<file path="src/rtl/vad_frame_ctrl.sv">
// vad_frame_ctrl: frames the incoming PCM stream into energy-accumulator
// windows and runs a voice-activity detector on the resulting frame energies.
//
// Optional feature: define VAD_NOISE_TRACK_EN to let silent frames keep
// adapting the noise floor after initialisation. Without it the noise floor
// is frozen once the initial average is taken until the next start.
//
// Two FSMs:
//   frame FSM (F_IDLE/F_RUN/F_GAP) - drives pa_en/pa_data, catches pa_finish,
//                                    aborts on a missing sample or timeout.
//   VAD FSM   (V_IDLE..V_HANG)     - averages the noise floor, then tracks
//                                    speech segments with a hang-over count.

module vad_frame_ctrl #(
    parameter int unsigned FRAME_LEN   = 1024,
    parameter int unsigned INIT_FRAMES = 8,
    parameter int unsigned HANG_FRAMES = 4,
    parameter int unsigned THR_SHIFT   = 2
) (
    input  logic        clk,
    input  logic        rst_n,
    input  logic        start,
    input  logic        stop,
    input  logic        sample_valid,
    input  logic [15:0] sample_in,
    output logic        pa_en,
    output logic [15:0] pa_data,
    input  logic [25:0] pa_sum,
    input  logic        pa_finish,
    output logic        vad_active,
    output logic        seg_start,
    output logic        seg_end,
    output logic        frame_done,
    output logic [25:0] noise_floor,
    output logic [25:0] frame_energy,
    output logic        err_timeout,
    output logic        busy
);

    localparam int unsigned SAMPLE_W   = 16;
    localparam int unsigned ENERGY_W   = 26;
    localparam int unsigned ACC_W      = 29;
    localparam int unsigned THR_W      = 31;
    localparam int unsigned CNT_W      = 11;
    localparam int unsigned HANG_W     = 4;
    localparam int unsigned INIT_LOG2  = $clog2(INIT_FRAMES);
    localparam int unsigned INIT_CNT_W = INIT_LOG2 + 1;

    // Cycle count at which a frame without pa_finish is declared dead.
    localparam logic [CNT_W-1:0]      TIMEOUT_CNT = CNT_W'(FRAME_LEN + 8);
    localparam logic [INIT_CNT_W-1:0] INIT_LAST   = INIT_CNT_W'(INIT_FRAMES - 1);
    localparam logic [HANG_W-1:0]     HANG_LOAD   = HANG_W'(HANG_FRAMES - 1);

    typedef enum logic [1:0] {
        F_IDLE = 2'd0,
        F_RUN  = 2'd1,
        F_GAP  = 2'd2
    } fstate_t;

    typedef enum logic [2:0] {
        V_IDLE   = 3'd0,
        V_INIT   = 3'd1,
        V_SIL    = 3'd2,
        V_SPEECH = 3'd3,
        V_HANG   = 3'd4
    } vstate_t;

    // ------------------------------------------------------------------
    // Registers
    // ------------------------------------------------------------------
    fstate_t                r_fstate;
    logic [CNT_W-1:0]       r_cnt;
    logic                   r_pa_en;
    logic [SAMPLE_W-1:0]    r_pa_data;
    logic                   r_frame_done;
    logic [ENERGY_W-1:0]    r_frame_energy;
    logic                   r_err_timeout;

    vstate_t                r_vstate;
    logic [ACC_W-1:0]       r_init_acc;
    logic [INIT_CNT_W-1:0]  r_init_cnt;
    logic [HANG_W-1:0]      r_hang_cnt;
    logic [ENERGY_W-1:0]    r_noise_floor;
    logic                   r_seg_start;
    logic                   r_seg_end;
    logic                   r_vad_active;
    logic                   r_busy;

    // ------------------------------------------------------------------
    // Combinational next-state wires
    // ------------------------------------------------------------------
    fstate_t                w_fnext;
    logic [CNT_W-1:0]       w_cnt_inc;
    logic [CNT_W-1:0]       w_cnt_nxt;
    logic                   w_fd_nxt;
    logic [ENERGY_W-1:0]    w_energy_nxt;
    logic                   w_tmo_set;
    logic                   w_vad_on;
    logic                   w_start_acc;

    vstate_t                w_vnext;
    logic [ACC_W-1:0]       w_acc_sum;
    logic [ACC_W-1:0]       w_acc_nxt;
    logic [INIT_CNT_W-1:0]  w_icnt_nxt;
    logic [HANG_W-1:0]      w_hang_nxt;
    logic [ENERGY_W-1:0]    w_nf_nxt;
    logic [THR_W-1:0]       w_thr;
    logic                   w_loud;
    logic                   w_ss_nxt;
    logic                   w_se_nxt;
`ifdef VAD_NOISE_TRACK_EN
    logic [ENERGY_W-1:0]    w_nf_track;
`endif

    // Framing only runs while the detector is armed; start is only honoured from idle.
    assign w_vad_on    = (r_vstate != V_IDLE);
    assign w_start_acc = start && !stop && (r_vstate == V_IDLE);

    // ------------------------------------------------------------------
    // Frame FSM
    // ------------------------------------------------------------------

    // Frame FSM next state: run, capture energy, abort on gap/timeout.
    always_comb begin
        w_fnext      = r_fstate;
        w_cnt_inc    = r_cnt + CNT_W'(1);
        w_cnt_nxt    = '0;
        w_fd_nxt     = 1'b0;
        w_energy_nxt = r_frame_energy;
        w_tmo_set    = 1'b0;

        case (r_fstate)
            F_IDLE: begin
                if (w_vad_on && sample_valid) begin
                    w_fnext = F_RUN;
                end
            end
            F_RUN: begin
                w_cnt_nxt = w_cnt_inc;
                if (pa_finish) begin
                    w_energy_nxt = pa_sum;
                    w_fd_nxt     = 1'b1;
                    w_cnt_nxt    = '0;
                    w_fnext      = F_GAP;
                end else if (!sample_valid) begin
                    w_cnt_nxt = '0;
                    w_fnext   = F_GAP;
                end else if (w_cnt_inc == TIMEOUT_CNT) begin
                    w_tmo_set = 1'b1;
                    w_cnt_nxt = '0;
                    w_fnext   = F_GAP;
                end
            end
            F_GAP: begin
                // One cycle with pa_en low lets the accumulator clear.
                w_fnext = (w_vad_on && sample_valid) ? F_RUN : F_IDLE;
            end
            default: begin
                w_fnext = F_IDLE;
            end
        endcase

        // stop overrides everything, including a coincident pa_finish.
        if (stop) begin
            w_fnext      = F_IDLE;
            w_cnt_nxt    = '0;
            w_fd_nxt     = 1'b0;
            w_energy_nxt = r_frame_energy;
            w_tmo_set    = 1'b0;
        end
    end

    // Frame FSM state and registered accumulator-side outputs.
    always_ff @(posedge clk or negedge rst_n) begin
        if (!rst_n) begin
            r_fstate       <= F_IDLE;
            r_cnt          <= '0;
            r_pa_en        <= 1'b0;
            r_pa_data      <= '0;
            r_frame_done   <= 1'b0;
            r_frame_energy <= '0;
            r_err_timeout  <= 1'b0;
        end else begin
            r_fstate       <= w_fnext;
            r_cnt          <= w_cnt_nxt;
            r_pa_en        <= (w_fnext == F_RUN);
            r_pa_data      <= (w_fnext == F_RUN) ? sample_in : '0;
            r_frame_done   <= w_fd_nxt;
            r_frame_energy <= w_energy_nxt;
            r_err_timeout  <= w_tmo_set || (r_err_timeout && !w_start_acc);
        end
    end

    // ------------------------------------------------------------------
    // VAD FSM
    // ------------------------------------------------------------------

    // Threshold and noise-floor arithmetic on the latest captured frame.
    always_comb begin
        w_acc_sum = r_init_acc + ACC_W'(r_frame_energy);
        w_thr     = THR_W'(r_noise_floor) << THR_SHIFT;
        w_loud    = (THR_W'(r_frame_energy) > w_thr);
`ifdef VAD_NOISE_TRACK_EN
        w_nf_track = r_noise_floor - (r_noise_floor >> 4) + (r_frame_energy >> 4);
`endif
    end

    // VAD FSM next state: noise-floor init, speech detection, hang-over.
    always_comb begin
        w_vnext    = r_vstate;
        w_acc_nxt  = r_init_acc;
        w_icnt_nxt = r_init_cnt;
        w_hang_nxt = r_hang_cnt;
        w_nf_nxt   = r_noise_floor;
        w_ss_nxt   = 1'b0;
        w_se_nxt   = 1'b0;

        case (r_vstate)
            V_IDLE: begin
                if (start) begin
                    w_vnext    = V_INIT;
                    w_acc_nxt  = '0;
                    w_icnt_nxt = '0;
                end
            end
            V_INIT: begin
                if (r_frame_done) begin
                    w_acc_nxt  = w_acc_sum;
                    w_icnt_nxt = r_init_cnt + INIT_CNT_W'(1);
                    if (r_init_cnt == INIT_LAST) begin
                        w_nf_nxt = ENERGY_W'(w_acc_sum >> INIT_LOG2);
                        w_vnext  = V_SIL;
                    end
                end
            end
            V_SIL: begin
                if (r_frame_done) begin
                    if (w_loud) begin
                        w_vnext  = V_SPEECH;
                        w_ss_nxt = 1'b1;
                    end
`ifdef VAD_NOISE_TRACK_EN
                    else begin
                        w_nf_nxt = w_nf_track;
                    end
`endif
                end
            end
            V_SPEECH: begin
                if (r_frame_done && !w_loud) begin
                    w_vnext    = V_HANG;
                    w_hang_nxt = HANG_LOAD;
                end
            end
            V_HANG: begin
                if (r_frame_done) begin
                    if (w_loud) begin
                        w_vnext = V_SPEECH;
                    end else if (r_hang_cnt == '0) begin
                        w_vnext  = V_SIL;
                        w_se_nxt = 1'b1;
                    end else begin
                        w_hang_nxt = r_hang_cnt - HANG_W'(1);
                    end
                end
            end
            default: begin
                w_vnext = V_IDLE;
            end
        endcase

        // stop wins over start; an open segment is closed with seg_end.
        if (stop) begin
            w_vnext  = V_IDLE;
            w_nf_nxt = r_noise_floor;
            w_ss_nxt = 1'b0;
            w_se_nxt = r_vad_active;
        end
    end

    // VAD FSM state, noise floor and registered status outputs.
    always_ff @(posedge clk or negedge rst_n) begin
        if (!rst_n) begin
            r_vstate      <= V_IDLE;
            r_init_acc    <= '0;
            r_init_cnt    <= '0;
            r_hang_cnt    <= '0;
            r_noise_floor <= '0;
            r_seg_start   <= 1'b0;
            r_seg_end     <= 1'b0;
            r_vad_active  <= 1'b0;
            r_busy        <= 1'b0;
        end else begin
            r_vstate      <= w_vnext;
            r_init_acc    <= w_acc_nxt;
            r_init_cnt    <= w_icnt_nxt;
            r_hang_cnt    <= w_hang_nxt;
            r_noise_floor <= w_nf_nxt;
            r_seg_start   <= w_ss_nxt;
            r_seg_end     <= w_se_nxt;
            r_vad_active  <= (w_vnext == V_SPEECH) || (w_vnext == V_HANG);
            r_busy        <= (w_vnext != V_IDLE);
        end
    end

    // ------------------------------------------------------------------
    // Outputs
    // ------------------------------------------------------------------
    assign pa_en        = r_pa_en;
    assign pa_data      = r_pa_data;
    assign frame_done   = r_frame_done;
    assign frame_energy = r_frame_energy;
    assign err_timeout  = r_err_timeout;
    assign noise_floor  = r_noise_floor;
    assign seg_start    = r_seg_start;
    assign seg_end      = r_seg_end;
    assign vad_active   = r_vad_active;
    assign busy         = r_busy;

endmodule

</file>
<file path="config.mk">
export PLATFORM = sky130hd
export DESIGN_NAME = vad_frame_ctrl
export DESIGN_NICKNAME = d
export VERILOG_FILES = /design/src/rtl/vad_frame_ctrl.sv
export SDC_FILE = /design/constraint.sdc
export NUM_CORES = 1
export LEC_CHECK = 0
export BUFFER_PORTS_ARGS = -buffer_cell sky130_fd_sc_hd__clkbuf_2
export CAP_MARGIN = 20
export CORE_MARGIN = 10
export CORE_UTILIZATION = 25
export CTS_BUF_LIST = sky130_fd_sc_hd__clkbuf_8
export DETAILED_ROUTE_END_ITERATION = 10
export PLACE_DENSITY_LB_ADDON = 0.12
export SLEW_MARGIN = 20
export SYNTH_ARGS = -nofsm -noshare
export SYNTH_HDL_FRONTEND = slang
export SYNTH_SLANG_ARGS = --single-unit
</file>
<file path="constraint.sdc">
create_clock -name clk -period 6.4 [get_ports clk]
set_input_delay 0 -clock clk [delete_from_list [all_inputs] [get_ports clk]]
set_output_delay 0 -clock clk [all_outputs]
set_load 0.02 [all_outputs]
</file>
Yosys cells after proc, flatten, opt, wreduce, memory -nomap -nowiden
Index checks and enable logic that the tools add are counted.

storage, ports and cells
  bits in registers = 128
  latch bits = 0
  bits in writable memories = 0
  ROM bits = 0
  output and inout bits = 75
  logic and storage cells = 112
  memories = 0

operators by class
  add/sub/neg operators = 4
  multipliers = 0
  divide/modulo/power cells = 0
  magnitude comparators = 1
  equality and inequality tests = 17
  shift operators = 0
  mux-type cells = 52
  bitwise logic cells = 1
  reductions and logical operators = 21

operator list
  cell                     count
  $mux W29                 2
  $pmux W29 S2             1
  $mux W11                 5
  $mux W3                  10
  $add A29 B26 Y29         1
  $gt A26 B28 Y1           1
  $mux W4                  6
  $mux W1                  18
  $mux W16                 1
  $pmux W4 S2              2
  $pmux W3 S5              1
  $ne A2 B2 Y1 const B     6
  $add A11 B1 Y11 const B  1
  $eq A11 B11 Y1 const B   1
  $mux W2                  5
  $eq A3 B2 Y1 const B     3
  $eq A3 B3 Y1 const B     2
  $pmux W2 S3              1
  $reduce_and A3 Y1        2
  $reduce_bool A3 Y1       2
  $logic_and A1 B1 Y1      5
  $reduce_and A5 Y1        1
  $add A4 B1 Y4 const B    1
  $eq A2 B1 Y1 const B     2
  other kinds (12)         16

Longest topological paths before layout
Gate-level depths: netlist of the first run.

  depth in word-level cells = 9
  mapped depth = 11

Worst setup path after synthesis of the first run
OpenSTA, ideal clock, no wires.

  path type = register to register
  start = reg r_noise_floor[23], in the netlist noise_floor[23]
  end = reg r_busy, in the netlist busy
  setup time = 0.143 ns
  data arrival time = 2.936 ns
  path slack = 3.322 ns
  cell stages (with the launch flop) = 11
  clock period less this slack = 3.078 ns
  cells stage by stage = dfrtp_1 inv_1 ha_1 nand3_1 or4_1 or4_1 nor4_1 a31oi_1 mux2_2 a221oi_4 a41oi_2

on the way
  longest elaborated chain between the ends = 7
  elaborated cells between the ends (all ways) = 11
  those cells by class = 1 x order compare; 7 x mux; 3 x reduce/logical

ends and longest elaborated chain
  element                 line  RTL
  from (decl)             83    logic [ENERGY_W-1:0] r_noise_floor;
  from (signal assigned)  298   r_noise_floor <= w_nf_nxt;
  $gt A26 B28 Y1 (*)      202   w_loud = (THR_W'(r_frame_energy) > w_thr);
  $logic_not A1 Y1        250   if (r_frame_done && !w_loud) begin
  $logic_and A1 B1 Y1     250
  $mux W3                 250
  $pmux W3 S5 (*)         218   case (r_vstate)
  $mux W3 (*)             273   if (stop) begin
  $reduce_bool A3 Y1 (*)  302   r_busy <= (w_vnext != V_IDLE);
  to (signal assigned)    302
  to (decl)               87    logic r_busy;

Mark *: on every way between the ends. The rest lies on a longest branch, timed or not.
A chain may end at the register's enable or synchronous reset.

Worst setup path in the final report of the first run
  start = reg r_frame_energy[24], in the netlist frame_energy[24]
  end = reg r_busy, in the netlist busy

on the way
  longest elaborated chain between the ends = 7
  elaborated cells between the ends (all ways) = 11
  those cells by class = 1 x order compare; 7 x mux; 3 x reduce/logical

ends and longest elaborated chain
  element                 line  RTL
  from (decl)             76    logic [ENERGY_W-1:0] r_frame_energy;
  from (signal assigned)  189   r_frame_energy <= w_energy_nxt;
  $gt A26 B28 Y1 (*)      202
  $logic_not A1 Y1        250
  $logic_and A1 B1 Y1     250
  $mux W3                 250
  $pmux W3 S5 (*)         218
  $mux W3 (*)             273
  $reduce_bool A3 Y1 (*)  302

Marks and branches as above.

==> results of run 1 <==
[worst max-delay path: stages (launching register included)]
cell and delay [ns]:
dfrtp_1 0.43, ha_1 0.32, nand3_1 0.11, or4_1 0.52, or4_1 0.64, nor4_1 0.35
a31oi_1 0.07, buf_4 0.22, mux2_2 0.30, a221oi_4 0.30, a41oi_2 0.14
[path summary, 6_finish.rpt]
path,startpoint,slack (ns),cells past startpoint,end
min,sample_valid,0.08,3,r_fstate[0]
min reg2reg,r_cnt[0],0.46,1,r_cnt[0]
max in group asynchronous,rst_n,5.03,3,noise_floor[22]
max,frame_energy[24],2.87,10,busy
min in group asynchronous,rst_n,0.13,2,frame_energy[7]
max reg2reg,frame_energy[24],2.87,10,busy
[final cells by class]
type | count | area (um^2) | area share [%]
Multi-Input combinational cell | 494 | 3548 | 39.69
Clock inverter | 14 | 191.4 | 2.141
Clock buffer | 18 | 247.7 | 2.771
Tap cell | 378 | 473.0 | 5.290
Timing Repair Buffer | 176 | 1142 | 12.78
Sequential cell | 128 | 3203 | 35.82
Inverter | 36 | 135.1 | 1.511
[cells in the final DEF, fill, tap and decap left out, types with 5 or more instances in the layout]
| cell type | instances |
|---|---|
| dfrtp_1 | 128 |
| clkbuf_2 | 121 |
| ha_1 | 53 |
| nand2_1 | 51 |
| dlygate4sd3_1 | 48 |
| o21ai_0 | 45 |
| nor2_1 | 42 |
| inv_1 | 38 |
| mux2_2 | 38 |
| nand3_1 | 36 |
| a21oi_1 | 32 |
| xnor2_1 | 20 |
| a21o_1 | 19 |
| and2_1 | 19 |
| clkbuf_8 | 18 |
| xor2_1 | 16 |
| a22o_1 | 15 |
| nand4_1 | 8 |
| nor3_1 | 7 |
| o21bai_1 | 6 |
| a211oi_1 | 6 |
| buf_4 | 6 |
| o31ai_1 | 5 |
| nand2b_1 | 5 |
| o21ai_1 | 5 |
[routing by layer]
metal | wire [um] | up-vias | global-route usage, %
li1 | - | 2787 | -
met3 | 764 | 10 | 2.983
met1 | 9656 | 2669 | 14.76
met5 | 0 | - | 0
met2 | 9306 | 87 | 18.57
met4 | 185 | 0 | 3.071
[sequential cells by signal, indices dropped and copies added, names as in the netlist]
name          flops
seg_start         1
busy              1
seg_end           1
r_init_cnt        4
frame_energy     26
r_hang_cnt        4
err_timeout       1
noise_floor      26
pa_data          16
pa_en             1
r_cnt            11
frame_done        1
r_init_acc       29
vad_active        1
r_vstate          3
r_fstate          2
[cell usage after synthesis, types with 3 or more instances]
cell type / instances / area share, %
mux2_2: 38 / 6.1
or3_1: 3 / 0.27
and4_1: 4 / 0.50
nand3_1: 36 / 2.6
xor2_1: 16 / 2.0
nor2b_1: 4 / 0.36
o21ai_0: 45 / 3.2
or2_2: 4 / 0.36
o21bai_1: 6 / 0.65
xnor2_1: 20 / 2.5
nand4_1: 8 / 0.72
a22o_1: 15 / 1.9
o31ai_1: 5 / 0.54
a31oi_1: 4 / 0.36
clkbuf_1: 19 / 1.0
a21o_1: 19 / 2.0
nand2_1: 51 / 2.7
buf_1: 3 / 0.16
dfrtp_1: 128 / 46
o21ai_1: 5 / 0.36
a211oi_1: 6 / 0.65
inv_1: 36 / 1.9
and2_1: 19 / 1.7
nor2_1: 43 / 2.3
ha_1: 53 / 9.5
a21oi_1: 34 / 2.4
nor3_1: 7 / 0.50
nand2b_1: 5 / 0.45
a41oi_1: 4 / 0.50
[stage by stage]
step | cell area [um^2] | total power [W] | std cells
2_1_floorplan | 6978 | 0.001294 | 682
4_1_cts | 8937 | 0.002332 | 1244
3_5_place_dp | 8018 | 0.001503 | 1164
5_1_grt | 8941 | 0.002430 | 1244
6_report | 8941 | 0.002281 | 1244
3_3_place_gp | 8018 | 0.001506 | 1164
[where the power goes]
part	internal, W	leakage [nW]	switching (W)
Clock	0.000435	0.222	0.000348
Combinational	0.000235	2.29	0.000334
Sequential	0.000861	1.74	0.0000688
[kinds of logic after synthesis]
kind of cell / share of synthesized area (%)
simple gates: 14.00
compound gates: 16.12
flops: 45.90
buf+inv: 3.389
fa+ha+maj: 9.790
mux: 6.276
xor+xnor: 4.519
==> results by group, run 1 <==
Detailed routing
  • Iteration-0 DRC Markers: a little over 200
  • Vias per inst: around 4.5
  • Drt wl/cell: 16.01 um
  • First-pass detailed-route iteration total: 4
  • Via count: between 5000 and 6000
  • DRC errors left: 0
  • Final ANT Viol Nets: 0
  • Drt total wl: ~20000 um

Timing
  • Endpoints failing hold: 0
  • Unrepaired setup endpoints after global routing: false
  • Tmin final: approximately 3.5 ns
  • Relative slew slack: 39.12%
  • Fmax: 0.2836 GHz
  • Final Skew: about 0.016 ns
  • Slew @ Worst Pin: just over 0.9 ns
  • Setup TNS: 0 ns
  • Final Max Tran Viols: 0
  • Setup violators final: 0
  • Fin crit share: 55.10%
  • Final setup margin: 2.874 ns
  • Hold WS: between 0.08 and 0.09 ns

Outcome
  • Status: complete, no violations

Synth
  • Post-synth net total: roughly 780
  • Synth async-reset ratio: between 90% and 100%
  • Register area share after synthesis: 45.90%
  • Mapped cell area: 6978 um^2
  • Yosys warning total: 0
  • EDFF count, synth: 0
  • Netlist cell types: between 60 and 70
  • Average cell area after synthesis: approximately 10 um^2
  • Number of synthesized register bits: ~130
  • Mapped Cells: around 680
  • Top_reg_cell synth: dfrtp_1

Layout
  • Area grow syn2layout: 28.13%
  • Share of cells above drive strength 1: between 20% and 30%
  • Final nets: roughly 960
  • Antenna cells: 0
  • Post-Route Utilization: roughly a third
  • Fill cells: a little under 3000

Clock network
  • Worst skew pair latency: ~0.45 ns
  • Root Buffer: clkbuf_8
  • Resize count post-CTS: 0
  • Clock-pin slew on the worst setup and hold paths: 0.08 ns
  • Cts hold-fix bufs: 48
  • CTS Sinks: roughly 130
  • Num CTS Buffers: 17
  • Max Root-Sink Buffers: 2
  • CTS tree: done
  • H-Tree Level Count: 4
  • Post-CTS Repair Setup Buffers: 0

Critical path
  • Critical path type: reg -> reg
  • Crit Path Max Fanout: 11
  • CP Launch Type: flop
  • Critical path arrival: roughly 3.8 ns
  • Req. time, crit path: 6.71 ns
  • Crit. End Element: flop

Worst hold path
  • Hold Path Class: in -> reg

GRT
  • Number of global-route vias before repair: between 5000 and 6000
  • Largest net degree at the start of global routing: 74
  • First-pass GRT wire length: roughly 32000 um
  • Antenna violations before repair: 0
  • GRT Overall Usage: 11.46%
  • GRT overflow: 0

Placement
  • Gpl congestion: 0.7380
  • Post-detail-place hpwl: 14420 um
  • Port bufs: 122
  • Setup WS pre-CTS: between 2 and 3 ns

Floorplan
  • Core area: 27630 um^2
  • Num rows: around 60
  • Die height: approximately 190 um
  • Initial core utilization: 25.26%
  • Die area: approximately 35000 um^2
  • # IOs: 123
  • DIE WIDTH: approximately 190 um

Power and ir drop
  • Power Density: roughly 260 nW/um^2
  • Worst vdd ir: 0.1048 mV
  • Pleak: ~4.3 nW

Job
  • Number of max-cap violations: 0
Power figures use the tool's default switching activity.
==> run 2, diff against run 1 <==
Settings changed: ABC_AREA set to 1.
Clock period 6.4 ns to 3.5 ns, I/O delays scaled along.
==> results by group, run 2 <==
Timing
  • Fin crit share: 75.96% (+21 points)
  • Tmin final: 2.659 ns (-0.8677 ns)
  • Unrepaired setup endpoints after global routing: false
  • Slew @ Worst Pin: 0.8369 ns (-0.07634 ns)
  • Final Skew: 0.02192 ns (+0.006185 ns)
  • Setup violators final: 0 (unchanged)
  • Fmax: 0.3761 GHz (+33%)
  • Setup TNS: 0 ns (unchanged)
  • Final Max Tran Viols: 0 (unchanged)
  • Endpoints failing hold: 0 (unchanged)
  • Relative slew slack: 44.20% (+5.1 points)
  • Hold WS: 0.1123 ns (+0.02900 ns)

Floorplan
  • # IOs: 123 (unchanged)
  • Die area: 36630 um^2 (+4.7%)
  • Core area: 28860 um^2 (+4.4%)
  • DIE WIDTH: 191.4 um (+2.3%)
  • Num rows: 62 (+1.6%)
  • Die height: 191.4 um (+2.3%)
  • Initial core utilization: 25.45% (+0.19 points)

GRT
  • GRT overflow: 0 (unchanged)
  • GRT Overall Usage: 13.42% (+2.0 points)
  • Antenna violations before repair: 0 (unchanged)
  • First-pass GRT wire length: 38650 um (+19%)
  • Number of global-route vias before repair: 7007 (+20%)
  • Largest net degree at the start of global routing: 87 (+18%)

Clock network
  • Max Root-Sink Buffers: 2 (unchanged)
  • Worst skew pair latency: 0.47 ns (+0.02 ns)
  • CTS Sinks: 128 (unchanged)
  • Post-CTS Repair Setup Buffers: 0 (unchanged)
  • CTS tree: done
  • Root Buffer: clkbuf_8
  • Num CTS Buffers: 17 (unchanged)
  • Clock-pin slew on the worst setup and hold paths: 0.10 ns (+0.02 ns)
  • H-Tree Level Count: 4 (unchanged)

Power and ir drop
  • Pleak: 4.982 nW (+17%)
  • Sw Share: 38.60% (+5.7 points)
  • Internal: 0.002499 W (+63%)
  • Seq pwr share: 42.6% (+1.9 points)
  • Power Density: 436.1 nW/um^2 (+71%)
  • Worst vdd ir: 0.2145 mV (+100%)
  • Clk pwr share: 32.1% (-2.2 points)
  • NetSw: 0.001571 W (+110%)
  • Comb pwr share: 25.3% (+0.4 points)

Synth
  • EDFF count, synth: 0 (unchanged)
  • Synth async-reset ratio: 100.0% (unchanged)
  • Mapped Cells: 946 (+39%)
  • Post-synth net total: 1048 (+34%)
  • Top_reg_cell synth: dfrtp_1
  • Netlist cell types: 40 (-38%)
  • Register area share after synthesis: 43.62% (-2.3 points)
  • Top post-synthesis cells by area: dfrtp_1, nand2_1, ha_1
  • Mapped cell area: 7343 um^2 (+5.2%)
  • Post-synth top cells: nand2_1, dfrtp_1, inv_1, nor2_1, o21ai_0
  • Average cell area after synthesis: 7.762 um^2 (-24%)
  • Yosys warning total: 0 (unchanged)
  • Number of synthesized register bits: 128 (unchanged)
  • Top cell type by total area after synthesis: dfrtp_1
  • Most frequent cell after synthesis: nand2_1
  • Top cell type's share of synthesized area: 43.62% (-2.3 points)

Worst hold path
  • Hold Path Class: in -> reg
  • WHS Path Cells: 7 (+4)

Layout
  • Antenna cells: 0 (unchanged)
  • Max FFs per register: 29 (unchanged)
  • Share of cells above drive strength 1: 15.75% (-8.7 points)
  • Final nets: 1232 (+29%)
  • Commonest non-fill, non-tap cell in the layout: nand2_1
  • Most frequent cells in the layout: nand2_1, dfrtp_1, clkbuf_2, inv_1, nor2_1
  • Area grow syn2layout: 27.07%
  • Largest reg by FF count: r_init_acc

Critical path
  • Crit. End Element: flop
  • Req. time, crit path: 3.82 ns (-2.89 ns)
  • Worst r2r path cells: 11 (+1)
  • Crit Path Max Fanout: 4 (-7)
  • Critical path arrival: 2.97 ns (-0.86 ns)
  • CP Launch Type: flop
  • Worst path max stage delay: 0.44 ns (-0.20 ns)
  • Slowest stage cell, crit path: fa_1
  • Critical path cell sequence: ha_1 -> fa_1 -> nand2_1 -> nand2_1 -> o21ai_1 -> o21ai_0 -> nand4_1 -> nand3_1 -> or2_2 -> nand3_1 -> o21ai_0
  • Critical path type: reg -> reg

Detailed routing
  • Iteration-0 DRC Markers: 278 (+34%)
  • Drt total wl: 23810 um (+20%)
  • Via count: 6711 (+21%)
  • Final ANT Viol Nets: 0 (unchanged)
  • Drt wl/cell: 15.59 um (-2.6%)
  • Vias per inst: 4.395 (-1.5%)
  • DRC errors left: 0 (unchanged)
  • First-pass detailed-route iteration total: 5 (+1)

Outcome
  • Status: complete, no violations

Placement
  • Port bufs: 122 (unchanged)
  • Post-detail-place hpwl: 18010 um (+25%)
  • Gpl congestion: 0.8639 (+17%)

Job
  • Number of max-cap violations: 0 (unchanged)
[run 2: cell count changes in the layout (fill, tap and decap cells not counted), moves of 17 or more]
cell     change
and2_1      -19
a21oi_1     +17
mux2_2      -38
o21ai_0     +21
nor2_1      +41
nand2_1    +219
nand3_1     +24
inv_1       +81
[run 2: cell type report]
| type | count | area, um^2 |
|---|---|---|
| clock buffers | 17 | 234.0 |
| clock inverters | 15 | 161.4 |
| fillers | 3194 | 19530 |
| inverters | 121 | 454.2 |
| multi-input cells | 683 | 3631 |
| flip-flops and latches | 128 | 3203 |
| well taps | 384 | 480.5 |
| repair buffers | 179 | 1167 |
[run 2: cells by family (layout without fill, tap and decap cells)]
family          after synthesis  after routing  share of synthesized area, %
xor+xnor                     22             22                         2.624
buf+inv                     135            332                         7.037
simple gates                466            466                         26.87
compound gates              141            141                         10.55
flops                       128            128                         43.62
fa+ha+maj                    54             54                         9.303
[run 2: path summary, 6_finish.rpt]
check                           slack, ns              end             from
worst max-delay path                 0.84  noise_floor[19]  frame_energy[0]
min in group asynchronous            0.17  frame_energy[6]            rst_n
worst min-delay path                 0.11       pa_data[9]     sample_valid
worst min register to register       0.49    r_init_acc[2]    r_init_acc[2]
max in group asynchronous            2.45    r_hang_cnt[0]            rst_n
worst max register to register       0.84  noise_floor[19]  frame_energy[0]
[run 2: metal layers]
metal	vias up	share of wire [%]	GRT usage (%)
met3	25	3.6	2.642
met2	112	47	21.87
met5	-	0	0
li1	3433	-	-
met1	3141	48	17.63
met4	0	1.4	3.846
[run 2: timing repair]
action                                 4_1_cts  5_1_grt
gates resized for setup                      0        0
hold buffers                                49        0
endpoints found under the hold margin      133        0
[run 2: critical path: cells and delay by family, from the launching register on]
family / cells / cell delay, ns
fa+ha+maj: 2 / 0.71
simple gates: 6 / 0.83
compound gates: 3 / 0.55
flops: 1 / 0.42
[run 2: power groups by stage]
stage	clock, W	combinational, W	sequential (W)
3_3_place_gp	0	0.00102	0.00177
4_1_cts	0.00138	0.00106	0.00174
3_5_place_dp	0	0.00101	0.00177
2_1_floorplan	0	0.000532	0.00184
6_report	0.00131	0.00103	0.00173
5_1_grt	0.00144	0.00118	0.00176
[run 2: per-stage QoR]
step | util (%) | std cells | instance area, um^2 | setup slack (ns) | total power (W)
2_1_floorplan | - | 946 | 7343 | 1.231 | 0.002376
3_3_place_gp | 29.27 | 1446 | 8446 | 0.8466 | 0.002783
3_5_place_dp | 29.27 | 1446 | 8446 | 0.8069 | 0.002779
4_1_cts | 32.34 | 1527 | 9331 | 0.7986 | 0.004179
5_1_grt | 32.34 | 1527 | 9331 | 0.5564 | 0.004380
6_report | 32.34 | 1527 | 9331 | 0.8415 | 0.004069
==> run 3, diff against run 2 <==
Settings changed: ABC_AREA 1 to 0.
Clock period 3.5 ns to 2.5 ns, I/O delays scaled along.
==> results by group, run 3 (synthesized netlist as in run 1, its figures left out) <==
Outcome
  • Status: finished, violations left
  • Violated checks: negative setup slack

Detailed routing
  • First-pass detailed-route iteration total: 4 (-1)
  • Drt total wl: 22150 um (-7.0%)
  • DRC errors left: 0 (unchanged)
  • Vias per inst: 4.420 (+0.56%)
  • Drt wl/cell: 15.97 um (+2.4%)
  • Final ANT Viol Nets: 0 (unchanged)
  • Iteration-0 DRC Markers: 369 (+33%)
  • Via count: 6130 (-8.7%)

Timing
  • Relative slew slack: 43.96% (-0.24 points)
  • Endpoints failing hold: 0 (unchanged)
  • Unrepaired setup endpoints after global routing: true
  • Final setup margin: -0.3484 ns (-1.190 ns)
  • Final Max Tran Viols: 0 (unchanged)
  • Fmax: 0.3511 GHz (-6.7%)
  • Final Skew: 0.01510 ns (-0.006822 ns)
  • Slew @ Worst Pin: 0.8406 ns (+0.003622 ns)
  • Setup violators final: 28 (+28)
  • Fin crit share: 113.9% (+38 points)
  • Tmin final: 2.848 ns (+0.1898 ns)

Critical path
  • Buf/Inv on CP: 0 (unchanged)
  • Critical path type: reg -> reg
  • WP depth: 9 (-2)
  • Critical path arrival: 3.17 ns (+0.20 ns)
  • Worst path max stage delay: 0.49 ns (+0.05 ns)
  • Critical path cell sequence: ha_4 -> nand3_2 -> or4_4 -> or4_4 -> nor4_4 -> a31oi_4 -> mux2_4 -> a221oi_4 -> a41oi_2
  • Worst path most repeated cell: or4_4
  • Crit. End Element: flop
  • R2R setup slack: -0.35 ns (-1.19 ns)
  • CP Launch Type: flop
  • Worst flop-to-flop path startpoint: frame_energy[22]
  • Slowest stage cell, crit path: or4_4
  • Worst Setup SP: frame_energy[22]
  • Crit path max-delay family: simple AND/OR/NAND/NOR gates
  • Crit Path Max Fanout: 3 (-1)
  • Worst r2r path cells: 9 (-2)
  • Req. time, crit path: 2.82 ns (-1.00 ns)

Power and ir drop
  • Power Density: 626.7 nW/um^2 (+44%)
  • Pleak: 5.111 nW (+2.6%)
  • Worst vdd ir: 0.2943 mV (+37%)

Floorplan
  • Num rows: 61 (-1.6%)
  • Die height: 187.1 um (-2.3%)
  • # IOs: 123 (unchanged)
  • DIE WIDTH: 187.1 um (-2.3%)
  • Die area: 35000 um^2 (-4.5%)
  • Core area: 27630 um^2 (-4.3%)
  • Initial core utilization: 25.26% (-0.19 points)

Layout
  • Commonest non-fill, non-tap cell in the layout: buf_4
  • Most frequent cells in the layout: buf_4, clkbuf_2, dfrtp_1, nand2_1, dlygate4sd3_1
  • Fill cells: 2798 (-12%)
  • Max FFs per register: 29 (unchanged)
  • Share of cells above drive strength 1: 45.00% (+29 points)
  • Largest reg by FF count: r_init_acc
  • Final nets: 1098 (-11%)
  • Antenna cells: 0 (unchanged)
  • Area grow syn2layout: 54.76%
  • Register area: 3228 um^2 (+0.78%)
  • Design area: 10800 um^2 (+16%)
  • Multi-input gate area: 4212 um^2 (+16%)

Clock network
  • Max Root-Sink Buffers: 2 (unchanged)
  • Root Buffer: clkbuf_8
  • CTS tree: done
  • Num CTS Buffers: 17 (unchanged)
  • Worst skew pair latency: 0.46 ns (about the same)
  • H-Tree Level Count: 4 (unchanged)
  • Clock-pin slew on the worst setup and hold paths: 0.08 ns (-0.02 ns)
  • CTS Sinks: 128 (unchanged)

Worst hold path
  • Hold Crit Start: sample_valid
  • Hold Path Class: in -> reg
  • WHS Path Cells: 3 (-4)

Job
  • Number of max-cap violations: 0 (unchanged)

GRT
  • Largest net degree at the start of global routing: 60 (-31%)
  • GRT Overall Usage: 12.75% (-0.67 points)
  • GRT overflow: 0 (unchanged)
  • First-pass GRT wire length: 35930 um (-7.0%)
  • Antenna violations before repair: 0 (unchanged)
  • Number of global-route vias before repair: 6492 (-7.3%)

Placement
  • Setup WS pre-CTS: -0.5324 ns (-1.339 ns)
  • Gpl congestion: 0.7924 (-8.3%)
  • Port bufs: 122 (unchanged)
  • DP Area: 9289 um^2 (+10%)
  • Post-detail-place hpwl: 16320 um (-9.4%)
[run 3: final cells by class]
type                       instances  area share [%]
tap                              378           4.380
multi-input combinational        494           39.00
inverter                          36           1.251
sequential                       128           29.89
clock buffer                      22           2.804
clock inverter                    10           1.460
timing repair buffer             319           21.21
[run 3: per-stage QoR]
step / utilization [%] / hold slack, ns / instances / total power (W) / TNS [ns]
floorplan: - / -0.2956 / 682 / 0.003435 / -1.418
global placement: 33.62 / 0.03184 / 1291 / 0.004426 / -5.886
detailed placement: 33.62 / 0.03850 / 1291 / 0.004410 / -6.849
CTS: 37.99 / 0.003857 / 1378 / 0.006734 / -4.407
global route: 39.09 / 0.05062 / 1387 / 0.007179 / -7.984
finish: 39.09 / 0.02058 / 1387 / 0.006767 / -4.750
[run 3: path summary, 6_finish.rpt]
check,to
max,busy
min,r_fstate[1]
max reg2reg,busy
min reg2reg,r_cnt[0]
max in group asynchronous,r_vstate[1]
min in group asynchronous,frame_energy[7]
[run 3: worst min-delay path, stage by stage]
cell and delay [ns]:
clkbuf_2 0.08, nor2b_1 0.16, a21boi_0 0.18
[run 3: per-layer routing]
metal	GRT usage, %	share of wire, %
met1	16.22	46
met2	21.44	50
met3	2.330	2.3
met4	3.846	1.4
met5	0	0
[run 3: what timing repair did]
| item | CTS | global route |
|---|---|---|
| resized for setup | 48 | 49 |
| hold buffers | 48 | 0 |
| buffers inserted | 9 | 10 |
| hold endpoints to repair | 107 | 0 |
| pin swaps | 28 | 24 |
| setup endpoints to repair | 35 | 43 |
| gates cloned | 0 | 0 |
[run 3: report_power, final]
part	switching [W]	internal [W]
combinational	0.00118	0.00114
clock	0.000892	0.00122
sequential	0.000125	0.00222
